[config.mk]
export PLATFORM = sky130hd
export DESIGN_NAME = rv32_timer
export DESIGN_NICKNAME = d
export VERILOG_FILES = /design/src/rtl/rv32_timer.sv
export SDC_FILE = /design/constraint.sdc
export NUM_CORES = 1
export LEC_CHECK = 0
export ABC_AREA = 1
export CAP_MARGIN = 25
export CORE_ASPECT_RATIO = 1.5
export CORE_MARGIN = 5
export CORE_UTILIZATION = 45
export DETAILED_ROUTE_END_ITERATION = 8
export PLACE_DENSITY = 0.64
export SLEW_MARGIN = 25
export SYNTH_ARGS = -nofsm -noshare
export SYNTH_HDL_FRONTEND = slang
export SYNTH_SLANG_ARGS = --single-unit
[constraint.sdc]
create_clock -name clk -period 2.4 [get_ports clk]
set_clock_uncertainty 0.15 [all_clocks]
set_input_delay 0.48 -clock clk [delete_from_list [all_inputs] [get_ports clk]]
set_output_delay 0.48 -clock clk [all_outputs]
set_load 0.02 [all_outputs]
[src/rtl/rv32_timer.sv]
// RISC-V machine timer: 64-bit mtime/mtimecmp on a single-cycle data bus,
// with a prescaled mtime tick and a registered level timer interrupt.
module rv32_timer #(
  parameter int unsigned PRESCALE = 1
) (
  input  logic        clk,
  input  logic        reset,
  input  logic        sel_in,
  input  logic        read_in,
  input  logic        write_in,
  input  logic [31:0] address_in,
  input  logic [3:0]  write_mask_in,
  input  logic [31:0] write_value_in,
  output logic [31:0] read_value_out,
  output logic        interrupt_out
);
  localparam logic [15:0] PRE_MAX = 16'(PRESCALE - 1);

  logic [63:0] r_mtime;
  logic [63:0] r_mtimecmp;
  logic [15:0] r_pre;
  logic        r_irq;

  logic        w_rd;
  logic        w_wr;
  logic        w_tick;
  logic [1:0]  w_word;
  logic [31:0] w_cur;
  logic [31:0] w_merged;
  logic        w_unused;

  assign w_rd   = sel_in & read_in;
  assign w_wr   = sel_in & write_in & (|write_mask_in);
  assign w_word = address_in[3:2];
  assign w_tick = (r_pre == PRE_MAX);

  // Only the word select is decoded; the decoder owns the rest of the address.
  assign w_unused = ^{address_in[31:4], address_in[1:0]};

  always_comb begin
    w_cur = 32'h0;
    case (w_word)
      2'd0:    w_cur = r_mtime[31:0];
      2'd1:    w_cur = r_mtime[63:32];
      2'd2:    w_cur = r_mtimecmp[31:0];
      default: w_cur = r_mtimecmp[63:32];
    endcase
  end

  for (genvar g = 0; g < 4; g++) begin : g_lane
    assign w_merged[8*g +: 8] = write_mask_in[g] ? write_value_in[8*g +: 8]
                                                 : w_cur[8*g +: 8];
  end

  assign read_value_out = w_rd ? w_cur : 32'h0;
  assign interrupt_out  = r_irq;

  always_ff @(posedge clk) begin
    if (reset) begin
      r_mtime    <= 64'h0;
      r_mtimecmp <= 64'hFFFF_FFFF_FFFF_FFFF;
      r_pre      <= 16'h0;
      r_irq      <= 1'b0;
    end else begin
      r_pre <= w_tick ? 16'h0 : r_pre + 16'h1;
      // Compare uses start-of-cycle values, so a cmp write shows up one edge later.
      r_irq <= (r_mtime >= r_mtimecmp);
      // A bus write to either mtime half swallows a coincident tick.
      if (w_wr && w_word == 2'd0)
        r_mtime[31:0] <= w_merged;
      else if (w_wr && w_word == 2'd1)
        r_mtime[63:32] <= w_merged;
      else if (w_tick)
        r_mtime <= r_mtime + 64'h1;
      if (w_wr && w_word == 2'd2)
        r_mtimecmp[31:0] <= w_merged;
      if (w_wr && w_word == 2'd3)
        r_mtimecmp[63:32] <= w_merged;
    end
  end
endmodule

==> Word level (Yosys, flattened, before mapping) <==
Cells that the tools add are included.
{ "totals": {"ff_bits": 145, "input_bits": 73, "output_inout_bits": 33, "wordCells": 39} }
{ "classes": {"n_addsub": 2, "magnitude_cmp": 1, "n_eq_ne": 4, "muxes": 10, "bitwise_logic": 4, "reduce_logical": 12} }
{ "ops": {"columns": ["operator", "n"], "rows": [
  ["two-way mux 32 bit", 4],
  ["case mux 32 bit (3 select lines)", 1],
  ["adder 64 x 1 -> 64 bit (second input constant)", 1],
  ["greater-or-equal comparator 64 bit", 1],
  ["two-way mux 64 bit", 1],
  ["two-way mux 8 bit", 4],
  ["adder 16 x 1 -> 16 bit (second input constant)", 1],
  ["logical NOT 16 bit", 1],
  ["== test 2 bit (second input constant)", 2],
  ["logical AND 1 bit", 4],
  ["AND reduction 2 bit", 2],
  ["nonzero test 2 bit", 2],
  ["OR reduction 4 bit", 1],
  ["AND 1 bit", 3],
  ["== test 2 x 1 -> 1 bit (second input constant)", 1],
  ["logical NOT 2 bit", 1],
  ["inequality test 2 bit (second input constant)", 1],
  ["OR reduction 2 bit", 1],
  ["NOT 1 bit", 1]
]} }

==> Logic depth before layout (Yosys ltp) <==
{ "depth": {"word_depth": 5, "mapped_depth": 14, "mapped_depth_nobuf": 14} }

==> Least setup slack after synthesis <==
OpenSTA, ideal clock, no wires.
{ "synth_timing": {"kind": "input to output", "from": "in address_in[2]", "to": "out read_value_out[0]", "arrival_ns": 1.504, "required_ns": 1.770, "setup_slack_ns": 0.266, "cell_stages": 7, "cell_sequence": "buf_6 -> nor2_8 -> buf_2 -> inv_1 -> o211ai_1 -> nand2_1 -> nor2_1"} }
{ "synth_via": {"elab_chain_len": 3, "elab_cells_between_ends": 5, "cone_classes": "2 x eq/ne; 2 x mux; 1 x reduce/logical"} }
{ "synth_rtl": {"columns": ["element", "line_no", "rtl"], "rows": [
  ["start: declaration", "11", "input logic [31:0] address_in,"],
  ["== test 2 bit (tied with other cells)", "42", "case (w_word)"],
  ["case mux 32 bit (3 select lines) (*)", "42", null],
  ["two-way mux 32 bit (*)", "55", "assign read_value_out = w_rd ? w_cur : 32'h0;"],
  ["end: declaration", "14", "output logic [31:0] read_value_out,"]
]} }
Mark *: on every way between the ends. The rest lies on a longest branch, timed or not.

==> Final worst setup path <==
{ "layout_timing": {"from": "reg r_mtime[12]", "to": "reg r_mtime[46]"} }
{ "layout_via": {"elab_chain_len": 3} }
{ "layout_rtl": {"columns": ["element", "line_no", "rtl"], "rows": [
  ["start: declaration", "19", "logic [63:0] r_mtime;"],
  ["start signal: assignment", "70", "r_mtime[31:0] <= w_merged;"],
  ["start signal: assignment", "74", "r_mtime <= r_mtime + 64'h1;"],
  ["adder 64 x 1 -> 64 bit", "74", null],
  ["two-way mux 64 bit", "73", "else if (w_tick)"],
  ["two-way mux 32 bit", "71", "else if (w_wr && w_word == 2'd1)"]
]} }
No other way between the ends. The select of a mux whose other input is x is not followed.
A chain may end at the register's enable or synchronous reset.

==> flow_summary_export.csv <==
group,metric,value,unit
status,outcome,"finished clean",
place,gp_congestion,1.06,
cts,numCtsBuffers,17,
grt,globalRouteMet1Util,0.398,
floorplan,core.rowCount,72,
synth,synth_sequential_area_ratio,0.251,
min_path,whs_path_depth,2,
route,detail-route-antenna-nets,0,
power,power_frac_seq,0.392,
floorplan,fp.dieH,206,um
synth,synth_top_area_share,0.251,
timing,final.period_utilization,0.986,
synth,cells_taking_the_most_area_after_synthesis,"sky130_fd_sc_hd__dfxtp_1, sky130_fd_sc_hd__nand2_1, sky130_fd_sc_hd__a21oi_1",
setup_path,cpLargestDelayFamily,"simple AND/OR/NAND/NOR gates",
timing,max_clock_freq,423,MHz
synth,synth_edf_count,0,
timing,timing.max_slew.rel_slack,0.606,
route,detail_route.first_pass.iterations,5,
synth,postSynthNetCount,2100,
run,drv.max_cap_violation_count,0,
floorplan,die_area,29100,um2
final_layout,stdcell_count,2516,
cts,clock-root-buffer,"sky130_fd_sc_hd__clkbuf_16",
place,hpwl_after_detailed_placement,44100,um
synth,syn-mean-instance-area,5.91,um2
route,routed_wl,54800,um
final_layout,post_route_cells_drive_above_1_share,0.168,
floorplan,start_util,0.453,
timing,hold_viol,0,
grt,global_route.overflow_total,0,
power,clkPwrFrac,0.417,
cts,clock_tree.buffer_depth,2,
route,detailedRoute.firstIterationViolations,1196,
final_layout,diodes,0,
grt,grt_pass1_vias,13400,
place,place.detailed.instances,2475,
grt,grt_max_usage_layer,"met2",
setup_path,timing.rr.end,"r_mtime[46]",
setup_path,r2r.worst_path.cells,8,
min_path,timing.hold.worst_endpoint,"r_pre[14]",
setup_path,criticalPathCategory,"register to register",
synth,synthMostInstantiatedCell,"sky130_fd_sc_hd__nand2_1",
setup_path,timing.critical_path.from_type,"register",
synth,postSynthRegisterBits,145,
cts,cts.sinks,145,
cts,postCtsHoldBufs,0,
power,switchingPower,2.11,mW
synth,synth.distinct_cells,46,
place,dpl-instance-area,14000,um2
synth,postSynth.topFlopCell,"sky130_fd_sc_hd__dfxtp_1",
synth,yosys.area.top_type,"sky130_fd_sc_hd__dfxtp_1",
timing,min_period,2370,ps
min_path,hold_path_class,"register to register",
synth,synth-warning-count,0,
final_layout,net_count_final,2310,
final_layout,stdcell_area,14700,um2
power,design_power_total,6.65,mW
grt,grt_use_met3,0.0569,
setup_path,crit_path_max_fanout,6,
cts,cts.reportedPaths.clkPinSlew,70,ps
setup_path,crit_chain,"nand2_1 -> nor2_2 -> nand3_1 -> nor2_1 -> nand3b_1 -> nand3_1 -> nand2_1 -> a21oi_1",
synth,synth_area,11600,um2
grt,grt_antenna_before_repair,0,
timing,worst_pin_slew,591,ps
setup_path,critical_path_buf_inv_count,0,
timing,report.final.slew_viol_count,0,
grt,grtUsageMet2,0.640,
timing,setup_viol,0,
setup_path,critical-path-max-stage-delay,620,ps
setup_path,critical-path-slowest-cell,"sky130_fd_sc_hd__dfxtp_1",
grt,gr-usage-all-layers,0.374,
setup_path,worst-r2r-setup-slack,30,ps
cts,htreeDepth,4,
power,switching_share,0.318,
place,placement.io_buffers,75,
grt,maximum_number_of_pins_on_one_net_before_global_route_repair,110,
route,drt-vias-per-instance,5.61,
power,p_int,4.54,mW
cts,cts_tree,"done",
grt,first_pass_grt_wire_length,80400,um
setup_path,cp.required,2630,ps
floorplan,design.portCount,106,
synth,synth.cells.most_frequent,"sky130_fd_sc_hd__nand2_1, sky130_fd_sc_hd__nor2_1, sky130_fd_sc_hd__inv_1, sky130_fd_sc_hd__a21oi_1, sky130_fd_sc_hd__nand3_1",
final_layout,num-fill-cells,2632,
final_layout,syn_to_final_growth,26.8,%
setup_path,crit-reg2reg-launch,"r_mtime[12]",
power,leakagePower,7.06,nW
cts,worst_skew_pair.late_latency,460,ps
floorplan,design.core.area,25600,um2
power,p_comb_frac,0.191,
synth,synth_async_sr_flop_share,0,
timing,fin_setup_tns,0,ps
setup_path,critical_path_arrival,2600,ps
setup_path,critical_path_capture_point_type,"register",
min_path,hold_path_startpoint,"r_pre[14]",
route,detail_route.wl_per_cell,21.8,um
route,drcViolationCount,0,
power,irDropWorstVdd,0.569,mV
route,detailroute.via_count,14100,
floorplan,horizontal_extent_of_the_die,141,um
power,powerDensity,453,nW/um2
synth,synthCells,1960,
-- what timing repair did --
| item | 4_1_cts | 5_1_grt |
|---|---|---|
| endpoints found under the setup margin | 44 | 36 |
| setup buffers | 6 | 1 |
| gates resized for setup | 152 | 56 |
| pin swaps | 6 | 13 |
| gates cloned | 2 | 0 |
-- cell families after synthesis --
logic type / after synthesis / synth area share
buf+inv: 300 / 0.109
flops: 145 / 0.251
fa+ha+maj: 67 / 0.0724
simple gates: 1073 / 0.397
compound gates: 364 / 0.163
xor+xnor: 11 / 0.00832
-- cells in the final DEF, fill, tap and decap left out, types with 5 or more instances in the layout --
| master | instances |
|---|---|
| sky130_fd_sc_hd__a21oi_1 | 175 |
| sky130_fd_sc_hd__buf_12 | 21 |
| sky130_fd_sc_hd__buf_2 | 21 |
| sky130_fd_sc_hd__buf_4 | 177 |
| sky130_fd_sc_hd__buf_6 | 5 |
| sky130_fd_sc_hd__clkbuf_16 | 17 |
| sky130_fd_sc_hd__clkdlybuf4s50_1 | 40 |
| sky130_fd_sc_hd__dfxtp_1 | 137 |
| sky130_fd_sc_hd__dfxtp_2 | 8 |
| sky130_fd_sc_hd__ha_1 | 67 |
| sky130_fd_sc_hd__inv_1 | 206 |
| sky130_fd_sc_hd__inv_2 | 11 |
| sky130_fd_sc_hd__nand2_1 | 595 |
| sky130_fd_sc_hd__nand2_2 | 14 |
| sky130_fd_sc_hd__nand3_1 | 145 |
| sky130_fd_sc_hd__nand3_2 | 11 |
| sky130_fd_sc_hd__nand4_1 | 19 |
| sky130_fd_sc_hd__nor2_1 | 205 |
| sky130_fd_sc_hd__nor2_2 | 21 |
| sky130_fd_sc_hd__nor2_4 | 12 |
| sky130_fd_sc_hd__nor3_1 | 17 |
| sky130_fd_sc_hd__o211ai_1 | 12 |
| sky130_fd_sc_hd__o21ai_0 | 136 |
| sky130_fd_sc_hd__o21ai_1 | 29 |
| sky130_fd_sc_hd__or2_2 | 10 |
| sky130_fd_sc_hd__xnor2_1 | 5 |
| sky130_fd_sc_hd__xor2_1 | 6 |
-- state kept, by name, indices dropped and copies added, names as in the netlist --
name and cells:
r_mtime 64, r_mtimecmp 64, r_pre 16, interrupt_out 1
-- stage by stage --
step	util	hold WS, ps	setup WS (ps)
3_3_place_gp	0.546	297	-699
2_1_floorplan	-	289	266
6_report	0.574	311	34.4
3_5_place_dp	0.546	304	-706
4_1_cts	0.571	315	11.7
5_1_grt	0.574	334	-13.4
-- power by group through the flow --
stage / Clock, mW / Sequential, mW / Combinational, mW
final: 2.77 / 2.61 / 1.27
after global routing: 2.89 / 2.60 / 1.36
after CTS: 2.79 / 2.60 / 1.23
after detailed placement: 0 / 2.65 / 1.21
after global placement: 0 / 2.65 / 1.20
after floorplan: 0 / 2.61 / 0.610
-- worst register-to-register path: stages, from the launching register on --
cell	delay, ps
sky130_fd_sc_hd__dfxtp_1	620
sky130_fd_sc_hd__nand2_1	150
sky130_fd_sc_hd__nor2_2	230
sky130_fd_sc_hd__nand3_1	240
sky130_fd_sc_hd__nor2_1	320
sky130_fd_sc_hd__nand3b_1	120
sky130_fd_sc_hd__nand3_1	230
sky130_fd_sc_hd__nand2_1	100
sky130_fd_sc_hd__a21oi_1	130
-- area by class of cell --
cell class | instances | area, um2 | share of cell area
multi-input combinational | 1515 | 7520 | 0.512
sequential | 145 | 2910 | 0.198
timing repair buffer | 270 | 2410 | 0.164
inverter | 221 | 837 | 0.0570
clock buffer | 19 | 433 | 0.0295
tap | 333 | 417 | 0.0284
clock inverter | 13 | 154 | 0.0105
-- how the worst max path moves through the flow --
stage / startpoint / endpoint / slack, ps / cells past startpoint
final: r_mtime[12] / r_mtime[46] / 30 / 8
after detailed placement: address_in[3] / read_value_out[4] / -710 / 10
after global routing: address_in[3] / read_value_out[5] / -10 / 9
after CTS: r_mtime[63] / read_value_out[31] / 10 / 5
after floorplan: address_in[2] / read_value_out[0] / 270 / 7
after global placement: address_in[3] / read_value_out[7] / -700 / 10
-- per-layer routing --
layer	up-vias	routed length, um
li1	6768	-
met1	6495	19900
met2	616	26100
met3	248	2950
met4	0	5860
met5	-	0
Note: power is estimated with default switching activity, not from simulation.
